**config.mk**
```make
export PLATFORM = sky130hd
export DESIGN_NAME = loop_replay_fetch_flat
export DESIGN_NICKNAME = d
export VERILOG_FILES = /design/src/rtl/loop_replay_fetch_if.sv /design/src/rtl/loop_replay_fetch.sv /design/src/flat_wrapper.sv
export SDC_FILE = /design/constraint.sdc
export NUM_CORES = 1
export LEC_CHECK = 0
export BUFFER_PORTS_ARGS = -buffer_cell sky130_fd_sc_hd__buf_2
export CORE_MARGIN = 2
export CORE_UTILIZATION = 55
export CTS_BUF_LIST = sky130_fd_sc_hd__clkbuf_16
export CTS_CLUSTER_SIZE = 30
export DETAILED_ROUTE_END_ITERATION = 6
export PLACE_DENSITY = 0.86
export SETUP_SLACK_MARGIN = 0.3
export SYNTH_ARGS = -nofsm -noshare
export SYNTH_HDL_FRONTEND = slang
export SYNTH_SLANG_ARGS = --single-unit
```
**constraint.sdc**
```tcl
create_clock -name clk -period 7.8 [get_ports clk]
set_clock_uncertainty 0.05 [all_clocks]
set_input_delay 1.17 -clock clk [delete_from_list [all_inputs] [get_ports clk]]
set_output_delay 1.17 -clock clk [all_outputs]
set_load 0.01 [all_outputs]
```
**src/rtl/loop_replay_fetch_if.sv**
```systemverilog
// Purpose: bundles the fetch selector's upstream (imem, uop cache, loop FSM) and downstream (decode, PC gen) signals.
// Latency: none, wires only.
// Backpressure: carries decode's stall toward the selector; no flow control of its own.
//
// Ports (slave = loop_replay_fetch view):
//   imem_instruction/imem_pc/imem_valid  in   instruction-memory stream
//   uop_instruction                      in   micro-op cache read data
//   block_signal/flush/new_pc            in   loop FSM replay request, mispredict flush and its target
//   loop_base_pc/loop_count              in   loop descriptor, sampled on replay entry
//   stall                                in   decode back-pressure
//   if_instruction/if_pc/if_valid        out  registered instruction/PC to decode
//   pc_redirect/redirect_pc              out  one-cycle PC-load strobe and its target
//   loop_iter_count                      out  saturating count of completed replay iterations
interface loop_replay_fetch_if #(
    parameter int ITER_W = 16
);
    logic [31:0]       imem_instruction;
    logic [31:0]       imem_pc;
    logic              imem_valid;
    logic [31:0]       uop_instruction;
    logic              block_signal;
    logic              flush;
    logic [31:0]       new_pc;
    logic [31:0]       loop_base_pc;
    logic [5:0]        loop_count;
    logic              stall;
    logic [31:0]       if_instruction;
    logic [31:0]       if_pc;
    logic              if_valid;
    logic              pc_redirect;
    logic [31:0]       redirect_pc;
    logic [ITER_W-1:0] loop_iter_count;

    // Upstream/downstream environment side.
    modport master (
        output imem_instruction, imem_pc, imem_valid,
        output uop_instruction,
        output block_signal, flush, new_pc,
        output loop_base_pc, loop_count,
        output stall,
        input  if_instruction, if_pc, if_valid,
        input  pc_redirect, redirect_pc,
        input  loop_iter_count
    );

    // Fetch selector side.
    modport slave (
        input  imem_instruction, imem_pc, imem_valid,
        input  uop_instruction,
        input  block_signal, flush, new_pc,
        input  loop_base_pc, loop_count,
        input  stall,
        output if_instruction, if_pc, if_valid,
        output pc_redirect, redirect_pc,
        output loop_iter_count
    );
endinterface

```
**src/rtl/loop_replay_fetch.sv**
```systemverilog
// Purpose: selects between the imem stream and loop replay from the uop cache, regenerating replay PCs; redirects on flush/exit.
// Latency: one cycle input-to-output (all outputs registered); replay entry adds one bubble for cache read latency.
// Backpressure: stall holds outputs, index, counter and state; flush and the one-cycle redirect pulse proceed regardless.
//
// Ports:
//   clk    in  rising-edge clock
//   reset  in  asynchronous active-low reset
//   bus    loop_replay_fetch_if.slave (see interface for signal list)
module loop_replay_fetch #(
    parameter int MAX_LOOP = 32,
    parameter int ITER_W   = 16
) (
    input  logic                clk,
    input  logic                reset,
    loop_replay_fetch_if.slave  bus
);

    typedef enum logic [1:0] {
        FETCH    = 2'd0,
        ENTER    = 2'd1,
        REPLAY   = 2'd2,
        REDIRECT = 2'd3
    } state_t;

    localparam logic [5:0] MAX_LOOP_W = 6'(MAX_LOOP);

    state_t            state_q, state_n;
    logic [31:0]       base_q, base_n;
    logic [5:0]        len_q, len_n;
    logic [5:0]        idx_q, idx_n;
    logic [31:0]       instr_q, instr_n;
    logic [31:0]       pc_q, pc_n;
    logic              valid_q, valid_n;
    logic              redir_q, redir_n;
    logic [31:0]       redir_pc_q, redir_pc_n;
    logic [ITER_W-1:0] iter_q, iter_n;

    logic [5:0]        eff_cnt;
    logic [5:0]        len_m1;
    logic [31:0]       replay_pc;
    logic [31:0]       fall_through_pc;

    // Loop descriptors longer than the cache can hold are clamped.
    assign eff_cnt         = (bus.loop_count > MAX_LOOP_W) ? MAX_LOOP_W : bus.loop_count;
    assign len_m1          = len_q - 6'd1;
    assign replay_pc       = base_q + {24'd0, idx_q, 2'b00};
    assign fall_through_pc = base_q + {24'd0, len_q, 2'b00};

    always_ff @(posedge clk or negedge reset) begin
        if (!reset) begin
            state_q    <= FETCH;
            base_q     <= '0;
            len_q      <= '0;
            idx_q      <= '0;
            instr_q    <= '0;
            pc_q       <= '0;
            valid_q    <= 1'b0;
            redir_q    <= 1'b0;
            redir_pc_q <= '0;
            iter_q     <= '0;
        end else begin
            state_q    <= state_n;
            base_q     <= base_n;
            len_q      <= len_n;
            idx_q      <= idx_n;
            instr_q    <= instr_n;
            pc_q       <= pc_n;
            valid_q    <= valid_n;
            redir_q    <= redir_n;
            redir_pc_q <= redir_pc_n;
            iter_q     <= iter_n;
        end
    end

    always_comb begin
        state_n    = state_q;
        base_n     = base_q;
        len_n      = len_q;
        idx_n      = idx_q;
        instr_n    = instr_q;
        pc_n       = pc_q;
        valid_n    = valid_q;
        redir_n    = 1'b0;
        redir_pc_n = redir_pc_q;
        iter_n     = iter_q;

        if (bus.flush) begin
            // Flush overrides stall and re-arms the redirect with the newest
            // target even if one is already in flight.
            state_n    = REDIRECT;
            redir_n    = 1'b1;
            redir_pc_n = bus.new_pc;
            valid_n    = 1'b0;
            idx_n      = '0;
            len_n      = '0;
        end else if (state_q == REDIRECT) begin
            // The redirect strobe targets the PC generator, not decode, so it
            // retires after one cycle even under stall; otherwise a stalled
            // decode would turn one redirect into several PC loads.
            state_n = FETCH;
            valid_n = 1'b0;
        end else if (!bus.stall) begin
            case (state_q)
                FETCH: begin
                    instr_n = bus.imem_instruction;
                    pc_n    = bus.imem_pc;
                    valid_n = bus.imem_valid;
                    // A zero-length loop request is meaningless; stay on memory.
                    if (bus.block_signal && (eff_cnt != 6'd0)) begin
                        state_n = ENTER;
                        base_n  = bus.loop_base_pc;
                        len_n   = eff_cnt;
                        idx_n   = '0;
                    end
                end
                ENTER: begin
                    // Bubble while the cache read for index 0 completes.
                    valid_n = 1'b0;
                    state_n = REPLAY;
                end
                REPLAY: begin
                    if (!bus.block_signal) begin
                        // Exit: nothing is delivered this cycle so the redirect
                        // strobe never coincides with a valid instruction.
                        state_n    = REDIRECT;
                        redir_n    = 1'b1;
                        redir_pc_n = fall_through_pc;
                        valid_n    = 1'b0;
                    end else begin
                        instr_n = bus.uop_instruction;
                        pc_n    = replay_pc;
                        valid_n = 1'b1;
                        if (idx_q == len_m1) begin
                            idx_n = '0;
                            if (iter_q != {ITER_W{1'b1}}) begin
                                iter_n = iter_q + 1'b1;
                            end
                        end else begin
                            idx_n = idx_q + 6'd1;
                        end
                    end
                end
                default: begin
                    state_n = FETCH;
                end
            endcase
        end
    end

    assign bus.if_instruction  = instr_q;
    assign bus.if_pc           = pc_q;
    assign bus.if_valid        = valid_q;
    assign bus.pc_redirect     = redir_q;
    assign bus.redirect_pc     = redir_pc_q;
    assign bus.loop_iter_count = iter_q;

endmodule

```
**src/flat_wrapper.sv**
```systemverilog
// flat-port wrapper written by rule: the top's interface ports become plain ports
module loop_replay_fetch_flat 
#(
    parameter int MAX_LOOP = 32,
    parameter int ITER_W   = 16
)
  (clk, reset, bus_imem_instruction, bus_imem_pc, bus_imem_valid, bus_uop_instruction, bus_block_signal, bus_flush, bus_new_pc, bus_loop_base_pc, bus_loop_count, bus_stall, bus_if_instruction, bus_if_pc, bus_if_valid, bus_pc_redirect, bus_redirect_pc, bus_loop_iter_count);
  loop_replay_fetch_if #(.ITER_W(ITER_W)) bus_i ();
  input  logic clk;
  input  logic reset;
  input wire logic [$bits(bus_i.imem_instruction)-1:0] bus_imem_instruction;
  input wire logic [$bits(bus_i.imem_pc)-1:0] bus_imem_pc;
  input wire logic [$bits(bus_i.imem_valid)-1:0] bus_imem_valid;
  input wire logic [$bits(bus_i.uop_instruction)-1:0] bus_uop_instruction;
  input wire logic [$bits(bus_i.block_signal)-1:0] bus_block_signal;
  input wire logic [$bits(bus_i.flush)-1:0] bus_flush;
  input wire logic [$bits(bus_i.new_pc)-1:0] bus_new_pc;
  input wire logic [$bits(bus_i.loop_base_pc)-1:0] bus_loop_base_pc;
  input wire logic [$bits(bus_i.loop_count)-1:0] bus_loop_count;
  input wire logic [$bits(bus_i.stall)-1:0] bus_stall;
  output wire logic [$bits(bus_i.if_instruction)-1:0] bus_if_instruction;
  output wire logic [$bits(bus_i.if_pc)-1:0] bus_if_pc;
  output wire logic [$bits(bus_i.if_valid)-1:0] bus_if_valid;
  output wire logic [$bits(bus_i.pc_redirect)-1:0] bus_pc_redirect;
  output wire logic [$bits(bus_i.redirect_pc)-1:0] bus_redirect_pc;
  output wire logic [$bits(bus_i.loop_iter_count)-1:0] bus_loop_iter_count;
  assign bus_i.imem_instruction = bus_imem_instruction;
  assign bus_i.imem_pc = bus_imem_pc;
  assign bus_i.imem_valid = bus_imem_valid;
  assign bus_i.uop_instruction = bus_uop_instruction;
  assign bus_i.block_signal = bus_block_signal;
  assign bus_i.flush = bus_flush;
  assign bus_i.new_pc = bus_new_pc;
  assign bus_i.loop_base_pc = bus_loop_base_pc;
  assign bus_i.loop_count = bus_loop_count;
  assign bus_i.stall = bus_stall;
  assign bus_if_instruction = bus_i.if_instruction;
  assign bus_if_pc = bus_i.if_pc;
  assign bus_if_valid = bus_i.if_valid;
  assign bus_pc_redirect = bus_i.pc_redirect;
  assign bus_redirect_pc = bus_i.redirect_pc;
  assign bus_loop_iter_count = bus_i.loop_iter_count;
  loop_replay_fetch #(.MAX_LOOP(MAX_LOOP), .ITER_W(ITER_W)) u_core (.clk(clk), .reset(reset), .bus(bus_i));
endmodule
```
== Word-level counts from Yosys, hierarchy flattened ==
Index checks and enable logic that the tools add are counted.
W data, S select, Z words.

* Bits of input ports: 172
* Flip-flop bits (word level): 160
* Logic and storage cells: 88
* Output and inout bits: 114

* Mux-type cells: 38
* Eq/ne operators: 14
* Reductions and logical operators: 17
* Add/sub/neg operators: 5
* Bitwise gates (word level): 3
* Order comparisons: 1

{| class="wikitable"
|+ Operators with widths
! operator !! number
|-
| $mux W32 || 7
|-
| $pmux W32 S2 || 2
|-
| $mux W6 || 12
|-
| $add A32 B8 Y32 || 2
|-
| $add A16 B1 Y16 const B || 1
|-
| $ne A16 B16 Y1 const B || 1
|-
| $reduce_and A5 Y1 || 3
|-
| $pmux W6 S2 || 1
|-
| $mux W2 || 5
|-
| $mux W1 || 9
|-
| $reduce_and A4 Y1 || 2
|-
| $reduce_bool A2 Y1 || 4
|-
| $reduce_and A7 Y1 || 1
|-
| $add A6 B1 Y6 const B || 1
|-
| $eq A6 B6 Y1 || 1
|-
| $gt A6 B6 Y1 const B || 1
|-
| $ne A2 B2 Y1 const B || 3
|-
| $ne A3 B2 Y1 const B || 2
|-
| $pmux W2 S3 || 1
|-
| $reduce_bool A6 Y1 || 1
|-
| $sub A6 B1 Y6 const B || 1
|-
| $reduce_bool A5 Y1 || 1
|-
| $eq A2 B2 Y1 const B || 2
|-
| $ne A4 B2 Y1 const B || 1
|-
| 11 further kinds || 13
|}

== Logic depth before layout (Yosys ltp) ==
* Depth in word-level cells: 9
* Gate-level depth with buffers: 11

== Least setup slack after synthesis ==
No wires, ideal clock.

* Path kind: input to register
* From: input port bus_block_signal
* To: register u_core.iter_q[14] (netlist: u_core.bus.loop_iter_count[14])
* Cell stages on the path: 9
* Arrival: 2.725 ns
* Slack: 4.899 ns
* Required time: 7.624 ns
* Buffers on the path: 3
* Cells stage by stage: clkbuf_1 mux2i_1 or4_1 clkbuf_1 nor2_1 o2111a_2 buf_6 nand3b_1 xnor2_1

* Longest elaborated chain between the ends: 1

{| class="wikitable"
|+ Ends and longest elaborated chain
! item !! line !! source
|-
| start: declaration || flat_wrapper.sv:15 || <nowiki>input wire logic [$bits(bus_i.block_signal)-1:0] bus_block_signal;</nowiki>
|-
| $reduce_and A7 Y1 (no line) || -- ||
|-
| end signal: assignment || loop_replay_fetch.sv:71 || <nowiki>iter_q <= iter_n;</nowiki>
|-
| end: declaration || loop_replay_fetch.sv:36 || <nowiki>logic [ITER_W-1:0] iter_q, iter_n;</nowiki>
|}

Every way passes these cells.
A chain may end at the register's enable or synchronous reset.

== Final worst setup path ==
* From: register u_core.state_q[0]
* To: register u_core.iter_q[1] (netlist: u_core.bus.loop_iter_count[1])

* Longest elaborated chain between the ends: 3
* Elaborated cells on any way between the ends: 4
* Those cells by class: 2 x eq/ne; 1 x bitwise; 1 x reduce/logical

{| class="wikitable"
|+ Ends and longest elaborated chain
! item !! line !! source
|-
| start: declaration || loop_replay_fetch.sv:27 || <nowiki>state_t state_q, state_n;</nowiki>
|-
| start signal: assignment || loop_replay_fetch.sv:62 || <nowiki>state_q <= state_n;</nowiki>
|-
| $eq A2 B2 Y1 || loop_replay_fetch.sv:96 || <nowiki>end else if (state_q == REDIRECT) begin</nowiki>
|-
| $not A1 Y1 (no line) || -- ||
|-
| $reduce_and A7 Y1 (no line) (*) || -- ||
|}

Every way passes the cells marked *; elsewhere a longest branch is shown, timed or not.

==> impl_metrics.json <==
{
  "startpoint": "u_core.state_q[0]",
  "drive_above_1_share_pct": 31.8,
  "yosys_warnings": 0,
  "ctsHoldBuffers": 0,
  "die_x_um": 129,
  "start_kind": "register",
  "synth-edff-count": 0,
  "nets": 1326,
  "cts_buffers": 17,
  "peakVddDrop_uv": 236,
  "yosys.cell_types.count": 55,
  "dr.first_iter.drc_count": 722,
  "arrival_ns": 3.89,
  "crit_slowest_cell": "ha_4",
  "hold_path_class": "reg -> reg",
  "wirelength_um": 25000,
  "cp.required_ns": 8.05,
  "p_switching_uw": 1150,
  "routedWlPerCell_um": 18.7,
  "ys.flop_type": "dfrtp_1",
  "worstMarginPinSlew_ns": 1.24,
  "r2r_slack_ns": 4.17,
  "run_status": "finished, final reports clean",
  "row_count": 45,
  "syn_nets": 1069,
  "overflow": 0,
  "yosysSeqAreaShare_pct": 46.8,
  "final.setup.worst_slack_ns": 4.17,
  "slew_viol_final": 0,
  "finalPower_uw": 3170,
  "crit_end": "u_core.bus.loop_iter_count[1]",
  "synth_seq_cells": 160,
  "fin_crit_sh_pct": 46.6,
  "cts_post_setup_buffers_inserted": 0,
  "place_hpwl_um": 18100,
  "hold_viol_final": 0,
  "place_congestion": 0.870,
  "path_class": "reg -> reg",
  "antenna_found_initial": 1,
  "cts.sinks": 160,
  "hold_slack_ns": 0.428,
  "avgViaCountPerCell": 5.90,
  "cts_max_level": 4,
  "slew-limit-headroom_pct": 16.8,
  "clk_pin_slew_ns": 0.07,
  "powerDensity_nw_per_um2": 297,
  "p_leak_uw": 0.00518,
  "cts_resized": 0,
  "grt_start_max_net_pins": 107,
  "fin_crit_ns": 3.63,
  "core-area_um2": 15200,
  "syn_inst": 876,
  "synthesis.area_um2": 8550,
  "initial_utilization_pct": 56.2,
  "synth-async-reset-ratio_pct": 100,
  "final_cell_mix": "buf_2 (284), dfrtp_1 (160), nand2_1 (94)",
  "dp_slack_ns": 3.93,
  "fp.dieArea_um2": 16600,
  "pwr-share-comb_pct": 32.3,
  "worstReg2RegEnd": "u_core.bus.loop_iter_count[1]",
  "path_depth": 8,
  "max_stage_delay_ns": 0.73,
  "critPathTopFamily": "simple AND/OR/NAND/NOR gates",
  "syn_area_per_cell_um2": 9.76,
  "path_cells": "inv_1 > ha_4 > mux2i_1 > or4_2 > buf_4 > nor2_1 > o2111a_2 > mux2_2",
  "tritoncts": "built",
  "detail-route-antenna-nets": 0,
  "path_buf_inv": 2,
  "final_util_pct": 70.0,
  "dieHeight_um": 129,
  "grt_use_total_pct": 30.3,
  "area_delta_synth_final_pct": 24.6,
  "power.share.clock_pct": 25.7,
  "finalSetupViolCount": 0,
  "port_buffers": 285,
  "r2r-start": "u_core.state_q[0]",
  "end_kind": "register",
  "fill_cells": 1184,
  "rsz0062_at_grt": "false",
  "clk_latency_ns": 0.42,
  "num_vias": 7872,
  "power.share.sequential_pct": 41.9,
  "switching_share_pct": 36.3,
  "p_int_uw": 2020,
  "reg2regPathDepth": 8,
  "ioPinCount": 286,
  "tns_ns": 0,
  "crit_fanout": 106,
  "grt_pass1_wl_um": 38900,
  "grt_pass1_vias": 7469,
  "first_pass_iters": 5,
  "cts_root_buf": "clkbuf_16",
  "maxClockFrequency_mhz": 275,
  "final_common_cell": "buf_2",
  "maxCapViolations": 0,
  "clockBufferDepth": 2,
  "drc": 0
}
==> through the flow <==
step / std cells / cell area [µm²]
floorplan: 876 / 8550
global placement: 1302 / 10100
detailed placement: 1302 / 10100
CTS: 1334 / 10600
global route: 1335 / 10600
finish: 1335 / 10600
==> power groups by stage <==
stage                     clock [µW]  sequential (µW)  combinational [µW]
after floorplan                    0             1350                 553
after global placement             0             1320                 997
after detailed placement           0             1330                1030
after CTS                        819             1320                1030
after global routing             862             1360                1120
final                            815             1330                1020
==> cells in the mapped netlist, types with 2 or more instances <==
cell / number / area share (%)
o221ai_1: 3 / 0.31
and2_1: 4 / 0.29
mux2i_1: 48 / 5.6
a21o_1: 10 / 0.88
ha_1: 19 / 2.8
nor2b_1: 9 / 0.66
o22ai_1: 19 / 1.4
xor2_1: 20 / 2.0
or3b_2: 2 / 0.20
inv_1: 12 / 0.53
fa_1: 2 / 0.47
a31oi_1: 4 / 0.29
o21ai_0: 92 / 5.4
a221oi_1: 2 / 0.20
mux2_2: 33 / 4.3
nand3b_1: 3 / 0.26
nor3_1: 18 / 1.1
or3_1: 5 / 0.37
a21oi_1: 46 / 2.7
o211ai_1: 3 / 0.26
clkbuf_1: 50 / 2.2
and4_1: 2 / 0.20
o21bai_1: 2 / 0.18
a22oi_1: 2 / 0.18
o31a_1: 2 / 0.20
a22o_1: 4 / 0.41
nor4_1: 5 / 0.37
buf_2: 2 / 0.12
or4_1: 2 / 0.18
nand2b_1: 2 / 0.15
nand4_1: 18 / 1.3
nand3_1: 22 / 1.3
o21a_1: 2 / 0.18
o31ai_1: 2 / 0.18
and3_1: 16 / 1.2
dfrtp_1: 160 / 47
nand2_1: 94 / 4.1
a211oi_1: 7 / 0.61
nor3b_1: 5 / 0.44
nor2_1: 58 / 2.5
or2_2: 2 / 0.15
xnor2_1: 50 / 5.1
==> per-layer routing <==
layer / part of all wire, % / wire, µm / global-route usage (%) / up-vias
li1: - / - / - / 3625
met3: 6.7 / 1680 / 6.49 / 66
met2: 50 / 12500 / 50.5 / 368
met4: 2.9 / 720 / 10.8 / 0
met5: 0 / 0 / 0 / -
met1: 40 / 10100 / 39.4 / 3813
==> worst register-to-register path, delay by kind of cell, from the launching register on <==
| family | cells | cell delay, ns |
|---|---|---|
| simple gates | 2 | 0.78 |
| fa+ha+maj | 1 | 0.74 |
| mux | 2 | 0.62 |
| buf+inv | 2 | 0.53 |
| compound gates | 1 | 0.41 |
| flops | 1 | 0.39 |
==> worst min path at each step <==
stage,startpoint,cells past startpoint,slack (ns),to
after global routing,u_core.bus.if_instruction[30],2,0.45,u_core.bus.if_instruction[30]
after global placement,u_core.bus.if_pc[4],2,0.41,u_core.bus.if_pc[4]
after floorplan,u_core.state_q[0],1,0.44,u_core.state_q[0]
final,u_core.bus.if_instruction[13],2,0.43,u_core.bus.if_instruction[13]
after detailed placement,u_core.bus.if_pc[10],1,0.41,u_core.bus.if_pc[10]
after CTS,u_core.bus.if_instruction[30],2,0.43,u_core.bus.if_instruction[30]
==> cell families (layout without fill, tap and decap cells) <==
family	after synthesis	after routing	share of synthesized area (%)
mux	81	81	9.97
xor+xnor	70	70	7.17
other cells	0	1	0
flops	160	160	46.8
simple gates	270	270	15.3
fa+ha+maj	21	21	3.25
compound gates	209	209	14.5
buf+inv	65	335	2.97
==> state kept, by name (all words and copies together), names as in the netlist <==
signal,cells
u_core.len_q,6
u_core.bus.if_pc,32
u_core.state_q,2
u_core.bus.if_instruction,32
u_core.base_q,32
u_core.bus.redirect_pc,32
u_core.bus.if_valid,1
u_core.bus.pc_redirect,1
u_core.bus.loop_iter_count,16
u_core.idx_q,6
==> area by class of cell <==
| class | instances | area (µm²) | area share (%) |
|---|---|---|---|
| antenna | 1 | 2.50 | 0.0235 |
| inverter | 12 | 45.0 | 0.423 |
| tap | 188 | 235 | 2.21 |
| sequential | 160 | 4000 | 37.6 |
| multi-input combinational | 651 | 4320 | 40.5 |
| timing repair buffer | 291 | 1480 | 13.9 |
| clock inverter | 15 | 141 | 1.33 |
| clock buffer | 17 | 425 | 4.00 |
Power figures use the tool's default switching activity.
